===== src/rtl/nvme_pcie_pkg.sv =====
// Shared NVMe/PCIe definitions: RQ arbiter states, RQ tuser field offsets and
// the requester index map used by the RQ arbiter.
package nvme_pcie_pkg;

  typedef enum logic [1:0] {
    ARB_IDLE = 2'd0,
    ARB_XFER = 2'd1
  } arb_state_t;

  // RQ tuser layout (low bits): first_be[3:0], last_be[7:4], addr_offset[10:8], discontinue[11]
  localparam int RQ_TUSER_FIRST_BE_LSB = 0;
  localparam int RQ_TUSER_LAST_BE_LSB  = 4;
  localparam int RQ_TUSER_BE_W         = 4;
  localparam int RQ_TUSER_DISCONTINUE  = 11;

  localparam int RQ_REQ_DOORBELL = 0;

endpackage


===== src/rtl/rr_select.sv =====
// Combinational rotate-priority picker: returns the first set bit of i_valid
// found searching upward from i_ptr, wrapping modulo N.
module rr_select
  import nvme_pcie_pkg::*;
#(
  parameter int N    = 4,
  parameter int ID_W = $clog2(N)
) (
  input  logic [N-1:0]    i_valid,
  input  logic [ID_W-1:0] i_ptr,
  output logic [ID_W-1:0] o_idx,
  output logic            o_found
);

  localparam logic [ID_W:0] N_W = (ID_W + 1)'(N);

  logic [2*N-1:0]  w_dbl;
  logic [N-1:0]    w_rot;
  logic [ID_W-1:0] w_off;
  logic [ID_W:0]   w_sum;
  logic [ID_W:0]   w_wrap;

  // Doubling the vector turns the wrap-around search into a plain part-select.
  assign w_dbl = {i_valid, i_valid};
  assign w_rot = w_dbl[{1'b0, i_ptr} +: N];

  always_comb begin
    w_off   = '0;
    o_found = 1'b0;
    for (int k = N - 1; k >= 0; k--) begin
      if (w_rot[k]) begin
        w_off   = ID_W'(k);
        o_found = 1'b1;
      end
    end
  end

  assign w_sum  = {1'b0, i_ptr} + {1'b0, w_off};
  assign w_wrap = (w_sum >= N_W) ? (w_sum - N_W) : w_sum;
  assign o_idx  = w_wrap[ID_W-1:0];

endmodule


===== src/rtl/rq_arbiter.sv =====
// Packet-level round-robin arbiter sharing the PCIe RQ AXI4-Stream port between
// NUM_REQ requesters. Define RQ_ARB_PRIO0_EN to give requester 0 strict priority.
module rq_arbiter
  import nvme_pcie_pkg::*;
#(
  parameter int NUM_REQ             = 4,
  parameter int C_DATA_WIDTH        = 128,
  parameter int KEEP_WIDTH          = C_DATA_WIDTH / 32,
  parameter int AXI4_RQ_TUSER_WIDTH = 62,
  parameter int ID_W                = $clog2(NUM_REQ)
) (
  input  logic                                   user_clk,
  input  logic                                   user_reset,
  input  logic                                   user_lnk_up,
  input  logic [NUM_REQ*C_DATA_WIDTH-1:0]        req_tdata,
  input  logic [NUM_REQ*AXI4_RQ_TUSER_WIDTH-1:0] req_tuser,
  input  logic [NUM_REQ*KEEP_WIDTH-1:0]          req_tkeep,
  input  logic [NUM_REQ-1:0]                     req_tlast,
  input  logic [NUM_REQ-1:0]                     req_tvalid,
  output logic [NUM_REQ-1:0]                     req_tready,
  output logic [C_DATA_WIDTH-1:0]                s_axis_rq_tdata,
  output logic [AXI4_RQ_TUSER_WIDTH-1:0]         s_axis_rq_tuser,
  output logic [KEEP_WIDTH-1:0]                  s_axis_rq_tkeep,
  output logic                                   s_axis_rq_tlast,
  output logic                                   s_axis_rq_tvalid,
  input  logic [3:0]                             s_axis_rq_tready,
  output logic [ID_W-1:0]                        grant_id,
  output logic [1:0]                             arb_state
);

  arb_state_t r_state;
  arb_state_t w_state_next;

  logic [ID_W-1:0]                r_grant;
  logic [ID_W-1:0]                r_rr_ptr;
  logic [C_DATA_WIDTH-1:0]        r_tdata;
  logic [AXI4_RQ_TUSER_WIDTH-1:0] r_tuser;
  logic [KEEP_WIDTH-1:0]          r_tkeep;
  logic                           r_tlast;
  logic                           r_tvalid;

  logic [C_DATA_WIDTH-1:0]        w_tdata_arr [NUM_REQ];
  logic [AXI4_RQ_TUSER_WIDTH-1:0] w_tuser_arr [NUM_REQ];
  logic [KEEP_WIDTH-1:0]          w_tkeep_arr [NUM_REQ];

  logic [NUM_REQ-1:0] w_rr_valid;
  logic [ID_W-1:0]    w_rr_idx;
  logic               w_rr_found;
  logic [ID_W-1:0]    w_pick_idx;
  logic               w_pick_found;
  logic               w_ptr_adv;
  logic [ID_W-1:0]    w_rr_next;
  logic               w_out_free;
  logic               w_accept;
  logic               w_sel_tlast;
  logic               w_unused_tready_hi;

  generate
    for (genvar gi = 0; gi < NUM_REQ; gi++) begin : g_slice
      assign w_tdata_arr[gi] = req_tdata[gi*C_DATA_WIDTH +: C_DATA_WIDTH];
      assign w_tuser_arr[gi] = req_tuser[gi*AXI4_RQ_TUSER_WIDTH +: AXI4_RQ_TUSER_WIDTH];
      assign w_tkeep_arr[gi] = req_tkeep[gi*KEEP_WIDTH +: KEEP_WIDTH];
    end
  endgenerate

`ifdef RQ_ARB_PRIO0_EN
  // Doorbell requester bypasses the rotation and never moves the pointer.
  always_comb begin
    w_rr_valid                  = req_tvalid;
    w_rr_valid[RQ_REQ_DOORBELL] = 1'b0;
  end
  assign w_pick_idx   = req_tvalid[RQ_REQ_DOORBELL] ? ID_W'(RQ_REQ_DOORBELL) : w_rr_idx;
  assign w_pick_found = req_tvalid[RQ_REQ_DOORBELL] | w_rr_found;
  assign w_ptr_adv    = (r_grant != ID_W'(RQ_REQ_DOORBELL));
`else
  assign w_rr_valid   = req_tvalid;
  assign w_pick_idx   = w_rr_idx;
  assign w_pick_found = w_rr_found;
  assign w_ptr_adv    = 1'b1;
`endif

  rr_select #(
    .N    (NUM_REQ),
    .ID_W (ID_W)
  ) u_rr_select (
    .i_valid (w_rr_valid),
    .i_ptr   (r_rr_ptr),
    .o_idx   (w_rr_idx),
    .o_found (w_rr_found)
  );

  assign w_rr_next   = (r_grant == ID_W'(NUM_REQ - 1)) ? '0 : r_grant + ID_W'(1);
  assign w_out_free  = !r_tvalid || s_axis_rq_tready[0];
  assign w_sel_tlast = req_tlast[r_grant];
  assign w_accept    = (r_state == ARB_XFER) && user_lnk_up && w_out_free && req_tvalid[r_grant];

  // Link-down gating keeps a beat from being consumed in the cycle it is flushed.
  always_comb begin
    req_tready = '0;
    if (r_state == ARB_XFER && user_lnk_up) begin
      req_tready[r_grant] = w_out_free;
    end
  end

  always_ff @(posedge user_clk or posedge user_reset) begin
    if (user_reset) begin
      r_state <= ARB_IDLE;
    end else begin
      r_state <= w_state_next;
    end
  end

  always_comb begin
    w_state_next = r_state;
    case (r_state)
      ARB_IDLE: if (w_pick_found) w_state_next = ARB_XFER;
      ARB_XFER: if (w_accept && w_sel_tlast) w_state_next = ARB_IDLE;
      default:  w_state_next = ARB_IDLE;
    endcase
    if (!user_lnk_up) begin
      w_state_next = ARB_IDLE;
    end
  end

  always_ff @(posedge user_clk or posedge user_reset) begin
    if (user_reset) begin
      r_grant  <= '0;
      r_rr_ptr <= '0;
      r_tdata  <= '0;
      r_tuser  <= '0;
      r_tkeep  <= '0;
      r_tlast  <= 1'b0;
      r_tvalid <= 1'b0;
    end else if (!user_lnk_up) begin
      r_tvalid <= 1'b0;
    end else begin
      if (r_state == ARB_IDLE && w_pick_found) begin
        r_grant <= w_pick_idx;
      end
      if (w_accept) begin
        r_tdata  <= w_tdata_arr[r_grant];
        r_tuser  <= w_tuser_arr[r_grant];
        r_tkeep  <= w_tkeep_arr[r_grant];
        r_tlast  <= w_sel_tlast;
        r_tvalid <= 1'b1;
        if (w_sel_tlast && w_ptr_adv) begin
          r_rr_ptr <= w_rr_next;
        end
      end else if (w_out_free) begin
        r_tvalid <= 1'b0;
      end
    end
  end

  assign w_unused_tready_hi = ^s_axis_rq_tready[3:1];

  assign s_axis_rq_tdata  = r_tdata;
  assign s_axis_rq_tuser  = r_tuser;
  assign s_axis_rq_tkeep  = r_tkeep;
  assign s_axis_rq_tlast  = r_tlast;
  assign s_axis_rq_tvalid = r_tvalid;
  assign grant_id         = r_grant;
  assign arb_state        = r_state;

endmodule


===== config.mk =====
export PLATFORM = sky130hd
export DESIGN_NAME = rq_arbiter
export DESIGN_NICKNAME = d
export VERILOG_FILES = /design/src/rtl/nvme_pcie_pkg.sv /design/src/rtl/rr_select.sv /design/src/rtl/rq_arbiter.sv
export SDC_FILE = /design/constraint.sdc
export NUM_CORES = 1
export LEC_CHECK = 0
export CAP_MARGIN = 0
export CORE_AREA = 5 5 384 386
export CTS_CLUSTER_SIZE = 14
export DETAILED_ROUTE_END_ITERATION = 6
export DIE_AREA = 0 0 389 391
export GPL_TIMING_DRIVEN = 0
export HOLD_SLACK_MARGIN = 0.08
export PLACE_DENSITY_LB_ADDON = 0.12
export SLEW_MARGIN = 15
export SYNTH_ARGS = -nofsm -noshare
export SYNTH_HDL_FRONTEND = slang
export SYNTH_SLANG_ARGS = --single-unit
export TNS_END_PERCENT = 30

===== constraint.sdc =====
create_clock -name user_clk -period 6.1 [get_ports user_clk]
set_input_delay 0.915 -clock user_clk [delete_from_list [all_inputs] [get_ports user_clk]]
set_output_delay 0.915 -clock user_clk [all_outputs]
set_load 0.05 [all_outputs]

==> impl_metrics.yaml <==
outcome:
  run_status: "complete, no violations"
worst_setup_path:
  critical_path.top_delay_family: "buffers and inverters"
  crit_path_top_delay_cell: "clkbuf_1"
  arrival_ns: 3.83
  setup.worst_path.end_class: "output port"
  path_class: "reg2out"
  path_max_fanout: 10
  critPathBufInv: 4
  required_ns: 5.18
  path_cells: "clkbuf_1 > buf_1 > inv_1 > ha_1 > and3_1 > clkdlybuf4s50_1"
  worstSetupStartpointType: "flip-flop"
  slowest_delay_ns: 0.78
timing:
  layout_min_cycle_time_ns: 4.74
  fin_ws_ns: 1.36
  fin_crit_sh: 0.778
  tightest_slew_ns: 1.12
  hold_viol_final: 0
  setup_violations: 0
  finalMaxSlewViolations: 0
  fin_worst_skew_ns: 0.0175
  max_freq_mhz: 211
  rsz0062_at_grt: "false"
  max-slew-margin-rel: 0.256
route:
  dr.max_layer_used: "met5"
  drt-initial-drc-count: 309
  avgViaCountPerCell: 3.18
  wirelength_um: 92700
  antenna_left: 0
  detail_route.first_pass.iterations: 4
  vias: 11700
  drc_errors: 0
  wl_met1_um: 35100
  wl_per_cell_um: 25.2
  routed-wl-met2_um: 48800
  wl_met3_um: 7620
yosys:
  yosys_warnings: 0
  netlist_area_um2: 12400
  postSynthCellCount: 720
  synthMuxAreaShare: 0.533
  syn_avg_cell_area_um2: 17.2
  yosys.area.top_type_share: 0.407
  ys_seq_elements: 201
  synth_top_family_by_area: "multiplexers"
  synthArstFlopShare: 1.00
  yosysSeqAreaShare: 0.407
  synth_area_leaders: "dfrtp_1 (41%), mux4_2 (35%), mux2_1 (13%)"
  synth_xor_area_frac: 0.000708
  synth_edf_count: 0
  synth-compound-area-share: 0.00748
  synth_fa_ha_area_frac: 0.00506
  synth-main-ff-cell: "dfrtp_1"
  synth_top_area_cell: "dfrtp_1"
  yosysUniqueCellTypes: 32
  yosys.area_share.simple: 0.0152
  syn_nets: 1516
die:
  io_pins: 995
  fp.dieH_um: 391
  initial_core_util: 0.0864
  core_area_um2: 143000
  rows: 139
  die_w_um: 389
  die_area_um2: 152000
layout:
  fin_area_um2: 25900
  layout_commonest_cell: "clkdlybuf4s50_1"
  utilization: 0.181
  fin_nets: 2548
  area_growth_pct: 109
  layout_common_cells: "clkdlybuf4s50_1 (990), dfrtp_1 (201), mux4_2 (195), mux2_1 (138), mux2_2 (57)"
  layout-drive-gt1-share: 0.200
  final_cells: 3682
run:
  maxCapViolCount: 0
global_routing:
  globalRouteOverflowTotal: 0
  grt_pass1_vias: 13700
  grt_max_degree: 30
  grt_pass1_wl_um: 122000
  antenna_found_initial: 18
  track_usage: 0.115
clock_tree:
  clk-insertion-delay-late_ns: 0.60
  cts_resized: 0
  h-tree-depth: 1
  cts_setup_buffers: 0
  ctsHoldBuffers: 0
  cts_root_buf: "clkbuf_16"
  cts_buffers: 30
  clockBufferDepth: 3
  clk_pin_slew_ns: 0.06
  cts_tree: "done"
  cts_sinks: 201
placement:
  placed_area_um2: 24900
  gp_congestion: 0.804
  hpwl_um: 80400
  io_buffers: 990
  preCtsSetupSlack_ns: 1.74
  dp_cells: 3623
power:
  leakagePower_uw: 0.00931
  vdd_drop_max_uv: 182
  p_per_area_nw_per_um2: 487
  total_power_uw: 12600
worst_hold_path:
  min_path_type: "reg2reg"
final cells by class:
cell class | instances | area [µm²]
antenna | 7 | 17.5
tap | 1903 | 2380
fill | 15600 | 117000
inverter | 4 | 18.8
clock inverter | 4 | 48.8
buffer | 67 | 378
clock buffer | 48 | 930
sequential | 201 | 5030
timing repair buffer | 1000 | 10100
multi-input combinational | 448 | 6950
stage by stage:
step	TNS (ns)	hold slack [ns]
5_1_grt	0	0.503
6_report	0	0.489
3_5_place_dp	0	0.480
3_3_place_gp	-2.76	0.480
4_1_cts	0	0.494
2_1_floorplan	0	0.585
registers in the layout (all words and copies together) (netlist names):
name and cells:
s_axis_rq_tkeep 4, arb_state 1, r_rr_ptr 2, s_axis_rq_tdata 128, s_axis_rq_tlast 1, s_axis_rq_tvalid 1, s_axis_rq_tuser 62, grant_id 2
cells by family after synthesis:
family / after synthesis
XOR/XNOR: 1
other: 1
buffers and inverters: 71
flip-flops: 201
AND/OR/NAND/NOR: 36
AO/OA/AOI/OAI: 14
multiplexers: 391
adder cells (fa/ha/maj): 5
metal layers:
layer,vias to the layer above,track usage
li1,5038,-
met1,6040,0.131
met2,557,0.213
met3,52,0.0399
met4,10,0.0170
met5,-,0
cell usage after synthesis (3+ instances only):
master	count
dfrtp_1	201
mux4_2	195
mux2_1	138
mux2_2	57
buf_2	26
clkbuf_1	22
buf_4	12
nand2_1	11
buf_6	6
and3_1	5
ha_1	5
nor2_1	5
o21ai_0	5
inv_1	4
nor2b_1	4
nand3_1	3
o211ai_1	3
power breakdown:
group,total (µW),switching [µW],internal [µW]
sequential,2400,378,2020
clock,1790,717,1070
combinational,8410,5060,3350
worst paths after layout:
path	start	to	slack [ns]	cells past startpoint
setup reg to reg	grant_id[1]$_DFFE_PP0P_	s_axis_rq_tdata[47]$_DFFE_PP0P_	3.13	6
setup / recovery	grant_id[1]$_DFFE_PP0P_	req_tready[0]	1.36	6
min in group asynchronous	user_reset	s_axis_rq_tuser[53]$_DFFE_PP0P_	0.76	2
hold / removal	s_axis_rq_tuser[41]$_DFFE_PP0P_	s_axis_rq_tuser[41]$_DFFE_PP0P_	0.49	1
max in group asynchronous	user_reset	s_axis_rq_tdata[111]$_DFFE_PP0P_	4.26	5
hold reg to reg	s_axis_rq_tuser[41]$_DFFE_PP0P_	s_axis_rq_tuser[41]$_DFFE_PP0P_	0.49	1
(Power assumes the default switching activity.)
